`config.mk`:
```
export PLATFORM = sky130hd
export DESIGN_NAME = mealy_decoder
export DESIGN_NICKNAME = d
export VERILOG_FILES = /design/src/rtl/mealy_decoder.sv
export SDC_FILE = /design/constraint.sdc
export NUM_CORES = 1
export LEC_CHECK = 0
export ABC_AREA = 1
export CAP_MARGIN = 5
export CORE_MARGIN = 1.5
export CORE_UTILIZATION = 25
export DETAILED_ROUTE_END_ITERATION = 7
export RECOVER_POWER = 100
export SLEW_MARGIN = 20
export SYNTH_ARGS = -nofsm -noshare
export SYNTH_HDL_FRONTEND = slang
export SYNTH_SLANG_ARGS = --single-unit
```
`constraint.sdc`:
```
create_clock -name clock -period 2.8 [get_ports clock]
set_input_delay 0.56 -clock clock [delete_from_list [all_inputs] [get_ports clock]]
set_output_delay 0.56 -clock clock [all_outputs]
set_load 0.01 [all_outputs]
```
`src/rtl/mealy_decoder.sv`:
```
// ---------------------------------------------------------------------------
// mealy_decoder
//
// Receive-side decoder for a 3-state one-hot rotating Mealy encoder. One
// 3-bit symbol is sampled on every clock where z_valid is high. From it the
// decoder rebuilds the encoder's one-hot state and its rotation direction.
// It also flags illegal or out-of-sequence symbols, counts errors, and
// re-locks on its own.
//
// Ports
//   clock      : rising-edge clock
//   reset_n    : asynchronous, active-low reset
//   z_in       : encoder output symbol
//   z_valid    : z_in is sampled on this edge
//   state_out  : tracked encoder state, one-hot (s0=001, s1=010, s2=100)
//   dir_out    : decoded direction, 0 = clockwise, 1 = counter-clockwise
//   dir_valid  : one-cycle pulse, dir_out is meaningful this cycle
//   locked     : decoder is in LOCKED
//   sym_err    : one-cycle pulse, the last sampled symbol was in error
//   err_count  : total errors since reset, saturating at all-ones
// ---------------------------------------------------------------------------
module mealy_decoder #(
    parameter int ERR_W    = 8,
    parameter int MAX_ERRS = 2
) (
    input  logic             clock,
    input  logic             reset_n,
    input  logic [2:0]       z_in,
    input  logic             z_valid,
    output logic [2:0]       state_out,
    output logic             dir_out,
    output logic             dir_valid,
    output logic             locked,
    output logic             sym_err,
    output logic [ERR_W-1:0] err_count
);

    typedef enum logic {HUNT = 1'b0, LOCKED = 1'b1} fsm_t;

    localparam logic [2:0] S0 = 3'b001;
    localparam logic [2:0] S1 = 3'b010;
    localparam logic [2:0] S2 = 3'b100;
    localparam logic [2:0] MAX_ERRS_L = 3'(MAX_ERRS);
    localparam logic [ERR_W-1:0] ERR_ONE = {{(ERR_W-1){1'b0}}, 1'b1};

    fsm_t             fsm_reg, fsm_next;
    logic [2:0]       st_reg, st_next;
    logic [2:0]       cerr_reg, cerr_next;
    logic [ERR_W-1:0] err_count_reg, err_count_next;
    logic             dir_out_reg, dir_out_next;
    logic             dir_valid_reg, dir_valid_next;
    logic             sym_err_reg, sym_err_next;

    // Symbol / state classification shared by the next-state and output logic
    logic       sym_legal;
    logic [2:0] sym_st;      // state the encoder must be in after this symbol
    logic       st_onehot;
    logic [2:0] cw_sym;      // symbol emitted from st_reg when a_in == 0
    logic [2:0] ccw_sym;     // symbol emitted from st_reg when a_in != 0
    logic       is_cw, is_ccw;
    logic       tracking;    // LOCKED with a sane state register
    logic [2:0] cerr_inc;

    always_comb begin
        sym_legal = 1'b1;
        sym_st    = st_reg;
        case (z_in)
            3'b110:  sym_st = S1;
            3'b111:  sym_st = S2;
            3'b101:  sym_st = S0;
            default: sym_legal = 1'b0;
        endcase

        st_onehot = 1'b1;
        cw_sym    = 3'b000;
        ccw_sym   = 3'b000;
        case (st_reg)
            S0: begin cw_sym = 3'b110; ccw_sym = 3'b111; end
            S1: begin cw_sym = 3'b111; ccw_sym = 3'b101; end
            S2: begin cw_sym = 3'b101; ccw_sym = 3'b110; end
            default: st_onehot = 1'b0;
        endcase

        is_cw    = st_onehot && (z_in == cw_sym);
        is_ccw   = st_onehot && (z_in == ccw_sym);
        tracking = (fsm_reg == LOCKED) && st_onehot;
        cerr_inc = cerr_reg + 3'd1;
    end

    // State register
    always_ff @(posedge clock or negedge reset_n) begin
        if (!reset_n) begin
            fsm_reg       <= HUNT;
            st_reg        <= S0;
            cerr_reg      <= 3'd0;
            err_count_reg <= '0;
            dir_out_reg   <= 1'b0;
            dir_valid_reg <= 1'b0;
            sym_err_reg   <= 1'b0;
        end else begin
            fsm_reg       <= fsm_next;
            st_reg        <= st_next;
            cerr_reg      <= cerr_next;
            err_count_reg <= err_count_next;
            dir_out_reg   <= dir_out_next;
            dir_valid_reg <= dir_valid_next;
            sym_err_reg   <= sym_err_next;
        end
    end

    // Next-state logic: control FSM, tracked state and consecutive errors
    always_comb begin
        fsm_next  = fsm_reg;
        st_next   = st_reg;
        cerr_next = cerr_reg;
        if (z_valid) begin
            if (!tracking) begin
                // HUNT (or a corrupted state register): one legal symbol
                // fully determines the encoder state.
                if (sym_legal) begin
                    st_next   = sym_st;
                    fsm_next  = LOCKED;
                    cerr_next = 3'd0;
                end else begin
                    fsm_next  = HUNT;
                end
            end else if (is_cw || is_ccw) begin
                st_next   = sym_st;
                cerr_next = 3'd0;
            end else begin
                // Legal-but-unexpected resyncs at once; invalid codes hold.
                if (sym_legal) begin
                    st_next = sym_st;
                end
                if (cerr_inc >= MAX_ERRS_L) begin
                    fsm_next  = HUNT;
                    cerr_next = 3'd0;
                end else begin
                    cerr_next = cerr_inc;
                end
            end
        end
    end

    // Output logic: values to be registered onto the outputs
    always_comb begin
        dir_valid_next = 1'b0;
        sym_err_next   = 1'b0;
        dir_out_next   = dir_out_reg;
        err_count_next = err_count_reg;
        if (z_valid && tracking) begin
            if (is_cw) begin
                dir_valid_next = 1'b1;
                dir_out_next   = 1'b0;
            end else if (is_ccw) begin
                dir_valid_next = 1'b1;
                dir_out_next   = 1'b1;
            end else begin
                sym_err_next = 1'b1;
                if (err_count_reg != '1) begin
                    err_count_next = err_count_reg + ERR_ONE;
                end
            end
        end
    end

    assign state_out = st_reg;
    assign dir_out   = dir_out_reg;
    assign dir_valid = dir_valid_reg;
    assign locked    = (fsm_reg == LOCKED);
    assign sym_err   = sym_err_reg;
    assign err_count = err_count_reg;

endmodule

```
; Yosys cells after proc, flatten, opt, wreduce, memory -nomap -nowiden
; Index checks and enable logic that the tools add are counted.
[word_totals]
inputBits = 6
regBits = 18
[classes]
n_lt_le_gt_ge = 1
n_reduce_logical = 13
addsub = 2
bitwise = 2
eq_ne = 11
n_mux = 24
[ops]
columns = cell, n
row1 = $pmux W3 S3, 3
row2 = $mux W3, 7
row3 = $mux W1, 14
row4 = $eq A3 B3 Y1 const B, 4
row5 = $add A8 B1 Y8 const B, 1
row6 = $ne A8 B8 Y1 const B, 1
row7 = $eq A3 B3 Y1, 2
row8 = $reduce_or A3 Y1, 2
row9 = $logic_and A1 B1 Y1, 4
row10 = $reduce_and A2 Y1, 2
row11 = $reduce_and A4 Y1, 1
row12 = $reduce_bool A2 Y1, 2
row13 = $add A3 B1 Y3 const B, 1
row14 = $eq A3 B1 Y1 const B, 1
row15 = $eq A3 B2 Y1 const B, 1
row16 = $ge A3 B2 Y1 const B, 1
row17 = $reduce_and A3 Y1, 1
row18 = $ne A2 B1 Y1 const B, 1
row19 = $ne A2 B2 Y1 const B, 1
row20 = $not A1 Y1, 2
row21 = $logic_or A1 B1 Y1, 1

; Longest topological paths before layout
[depth]
word_depth = 7
depth_mapped = 11
depth_no_buf = 11

; Least setup slack after synthesis
; OpenSTA, ideal clock, no wires.
[synth_path]
path_type = register to register
startpoint = reg err_count_reg[0] (netlist: err_count[0])
endpoint = reg err_count_reg[5] (netlist: err_count[5])
setup_time_ns = 0.117
period_less_slack_ns = 1.512
path_stages_with_launch = 9
arrival_time_ns = 1.395
slack_ns = 1.288
cell_sequence = dfrtp_1 -> ha_1 -> nand3_1 -> nor2_1 -> and3_1 -> nor2_8 -> nand3_4 -> nand2_1 -> nand2_1
[synth_via]
elab_chain_len = 2
elab_cells_between_ends = 3
cone_classes = add/sub (1) / eq/ne (1) / reduce/logical (1)
[synth_lines]
columns = element, line
row1 = start: declaration, 49  ; logic [ERR_W-1:0] err_count_reg, err_count_next;
row2 = start signal: assignment, 104  ; err_count_reg <= err_count_next;
row3 = branches (longest 2 deep; another with $add A8 B1 Y8), --
; Parallel ways; which one is timed is not known.
; A chain may end at the register's enable or synchronous reset.

; Final worst setup path
[layout_path]
startpoint = in z_in[1]
endpoint = reg dir_out_reg (netlist: dir_out)
[layout_via]
elab_chain_len = 4
elab_cells_between_ends = 7
cone_classes = eq/ne (2) / mux (1) / reduce/logical (4)
[layout_lines]
columns = element, line
row1 = start: declaration, 28  ; input logic [2:0] z_in,
row2 = "$eq A3 B3 Y1, on equally long branches", "84, 85"
row3 = "$logic_and A1 B1 Y1, on equally long branches", "84, 85"
row4 = $reduce_bool A2 Y1 (no line), --
row5 = $reduce_and A2 Y1 (no line), --
row6 = end signal: assignment, 105  ; dir_out_reg <= dir_out_next;
row7 = end: declaration, 50  ; logic dir_out_reg, dir_out_next;
; Parallel ways exist; a longest one is shown, timed or not.

==> metrics.md <==
| Metric | Value |
|---|---|
| Max Fclk | `roughly 0.45 GHz` |
| Nets | `167` |
| Hold Path End | `dir_out` |
| Critical path required time | `just under 3000 ps` |
| Clock skew | `~2.5 ps` |
| Final Critical Period | `2200 ps` |
| Worst-Margin Slew | `~820 ps` |
| Clk Latency, worst-skew pair | `roughly 250 ps` |
| CTS Root Cell | `clkbuf_8` |
| DR vias/cell | `4.51` |
| Multi-input logic area | `588 µm²` |
| Reg area | `452 µm²` |
| Final hold violations | `0` |
| Chip width | `around 70 µm` |
| First-pass DRT Iterations | `4` |
| Seq/Total Area, Yosys | `40.2%` |
| Final hold slack | `around 490 ps` |
| Main combinational cell family by area after synthesis | `simple AND/OR/NAND/NOR gates` |
| Maxcap violations | `0` |
| # fillers | `440` |
| Inst Count DP | `around 210` |
| Synthesized cell area | `1120 µm²` |
| Final ANT Viol Nets | `0` |
| Crit path DAT | `2350 ps` |
| Final Instance Count excl. Fillers | `about 210` |
| Synth Area in Compound Gates | `2.56%` |
| Fin. max-slew vios | `0` |
| Max VDD drop | `between 0.00015 and 0.0002 V` |
| CP max FO | `11` |
| PD cells | `603 nW/µm²` |
| Cts hold-fix bufs | `0` |
| Layout cell share with drive strength beyond 1 | `12.1%` |
| Worst hold path cell count | `2` |
| Vias in the first global route | `845` |
| Initial Util | `about 26%` |
| GP Congestion | `0.784` |
| Post-synthesis adder-cell area fraction | `3.34%` |
| Post-CTS Setup Inserts | `0` |
| Tot GR Track Use | `under 10%` |
| PostCTS Resize Cnt | `0` |
| Post-Synthesis Net Count | `approximately 140` |
| I/O pins | `21` |
| R2R Setup Slk | `approximately 800 ps` |
| Cell Rows | `24` |
| Antenna fix cells | `0` |
| Commonest non-fill, non-tap cell in the layout | `nand2_1` |
| Min-delay src | `dir_out` |
| Final wirelength | `about 2200 µm` |
| Mux cell area share after synthesis | `0%` |
| DP Area | `1380 µm²` |
| Die area | `roughly 4900 µm²` |
| First-pass GRT wire length | `3960 µm` |
| Final period util | `78.7%` |
| Synth-to-layout area growth | `26.1%` |
| Avg WL per Cell | `around 11 µm` |
| Mapped Cells | `134` |
| Synth warn | `0` |
| Critical Path End Type | `flip-flop` |
| Gr ovfl total | `0` |
| Post-Synth XOR/XNOR Area | `roughly 3.9%` |
| Type of origin of the critical path | `primary input` |
| Power Total | `0.855 mW` |
| Mean Syn Cell Area | `8.39 µm²` |
| H-Tree Depth | `1` |
| Clock sink total | `18` |
| Simple-gate share of the synthesized area | `43.8%` |
| Pin count of the biggest net entering global routing | `19` |
| 1st-iter DRT viols | `68` |
| Design area | `1420 µm²` |
| Antenna violations before repair | `0` |
| CTS tree | `done` |
| Setup_tns | `0 ps` |
| #FFs+latches synth | `18` |
| Outcome | `complete, no violations` |
| Clock tree buffer depth | `2` |
| Routed vias | `942` |
| Most frequent cells in the layout | `nand2_1 (42), dlygate4sd3_1 (18), dfrtp_1 (17), inv_1 (13), nand3_1 (12)` |
| Netlist cell types | `24` |
| Max_slew headroom | `45.3%` |
| Port Buffer Count | `20` |
| Clk slew on worst S/H paths | `70 ps` |
| DP Wirelength | `1620 µm` |
| Total CTS buffers | `3` |
| RSZ-0062 raised after global routing | `false` |
| CORE AREA | `4350 µm²` |
| Die Y | `70.1 µm` |
| Worst reg2reg endpoint | `dir_out` |
| # setup viols final | `0` |
| Leakage | `0.756 nW` |
| Worst reg2reg path startpoint | `state_out[0]` |
| DRC errors left | `0` |
| R2R cell count | `9` |
| Max reg flops | `8` |
| Hold WC Path Type | `flip-flop to flip-flop` |
| Setup CP Type | `primary input to flip-flop` |
-- routing by layer --
layer  GRT usage, %  up-vias  routed length [µm]
li1               -      484                   -
met1           14.2      436                1050
met2           14.6       20                1020
met3           1.30        2                 108
met4           4.49        0                  18
met5              0        -                   0
-- power by group --
part | switching, mW | leakage, nW | total [mW] | internal, mW
combinational | 0.158 | 0.489 | 0.286 | 0.129
sequential | 0.0476 | 0.239 | 0.351 | 0.303
clock | 0.0925 | 0.0288 | 0.218 | 0.125
-- how the worst max path moves through the flow --
stage,start,depth (start not counted),end
floorplan,err_count[0],8,err_count[5]
finish,z_in[1],9,dir_out
global placement,z_in[1],10,dir_out
detailed placement,z_in[1],10,dir_out
global route,z_in[1],9,dir_out
CTS,state_out[0],1,state_out[0]
-- kinds of logic (layout without fill, tap and decap cells) --
logic type | after synthesis | after routing
and+or+nand+nor | 87 | 87
DFF | 18 | 18
buffers and inverters | 16 | 39
AOI/OAI and AO/OA | 5 | 5
xor gates and xnor gates | 5 | 5
adders and majority gates | 3 | 3
-- through the flow --
step                      utilization, %  worst slack, ps
after floorplan                        -             1290
after global placement              31.7              819
after detailed placement            31.7              821
after CTS                           32.9              869
after global routing                32.6              478
final                               32.6              596
-- cell type report --
type	instances	share of cell area [%]
clock buffer	4	3.88
inverter	15	4.14
multi-input combinational	100	41.4
sequential	18	31.8
tap	52	4.59
timing repair buffer	20	14.1
-- worst max-delay path: stages --
cell and delay (ps):
dlygate4sd3_1 620, inv_1 100, nand3_1 90, nand2_2 70, nand3_1 460, nand2_8 250
nand2_1 80, nand2_1 60, nand2_1 40
-- cells in the mapped netlist --
| cell | number | share of area, % |
|---|---|---|
| nand2_4 | 2 | 2.0 |
| nand3_1 | 11 | 4.9 |
| a21oi_1 | 1 | 0.44 |
| ha_1 | 3 | 3.3 |
| inv_2 | 1 | 0.33 |
| dfrtp_1 | 17 | 38 |
| o22ai_1 | 3 | 1.7 |
| inv_4 | 1 | 0.56 |
| nand2_1 | 41 | 14 |
| o21ai_1 | 1 | 0.44 |
| nand3_4 | 4 | 6.2 |
| buf_6 | 1 | 1.0 |
| nor2_2 | 1 | 0.56 |
| nand4_1 | 10 | 5.6 |
| nand3_2 | 2 | 1.8 |
| xor2_1 | 3 | 2.3 |
| nor2_8 | 1 | 1.8 |
| nand2_8 | 1 | 1.8 |
| inv_1 | 13 | 4.3 |
| xnor2_1 | 2 | 1.6 |
| dfstp_2 | 1 | 2.3 |
| nor2_1 | 10 | 3.3 |
| nand2_2 | 3 | 1.7 |
| and3_1 | 1 | 0.56 |
No activity file was read; power rests on OpenSTA's default activity.
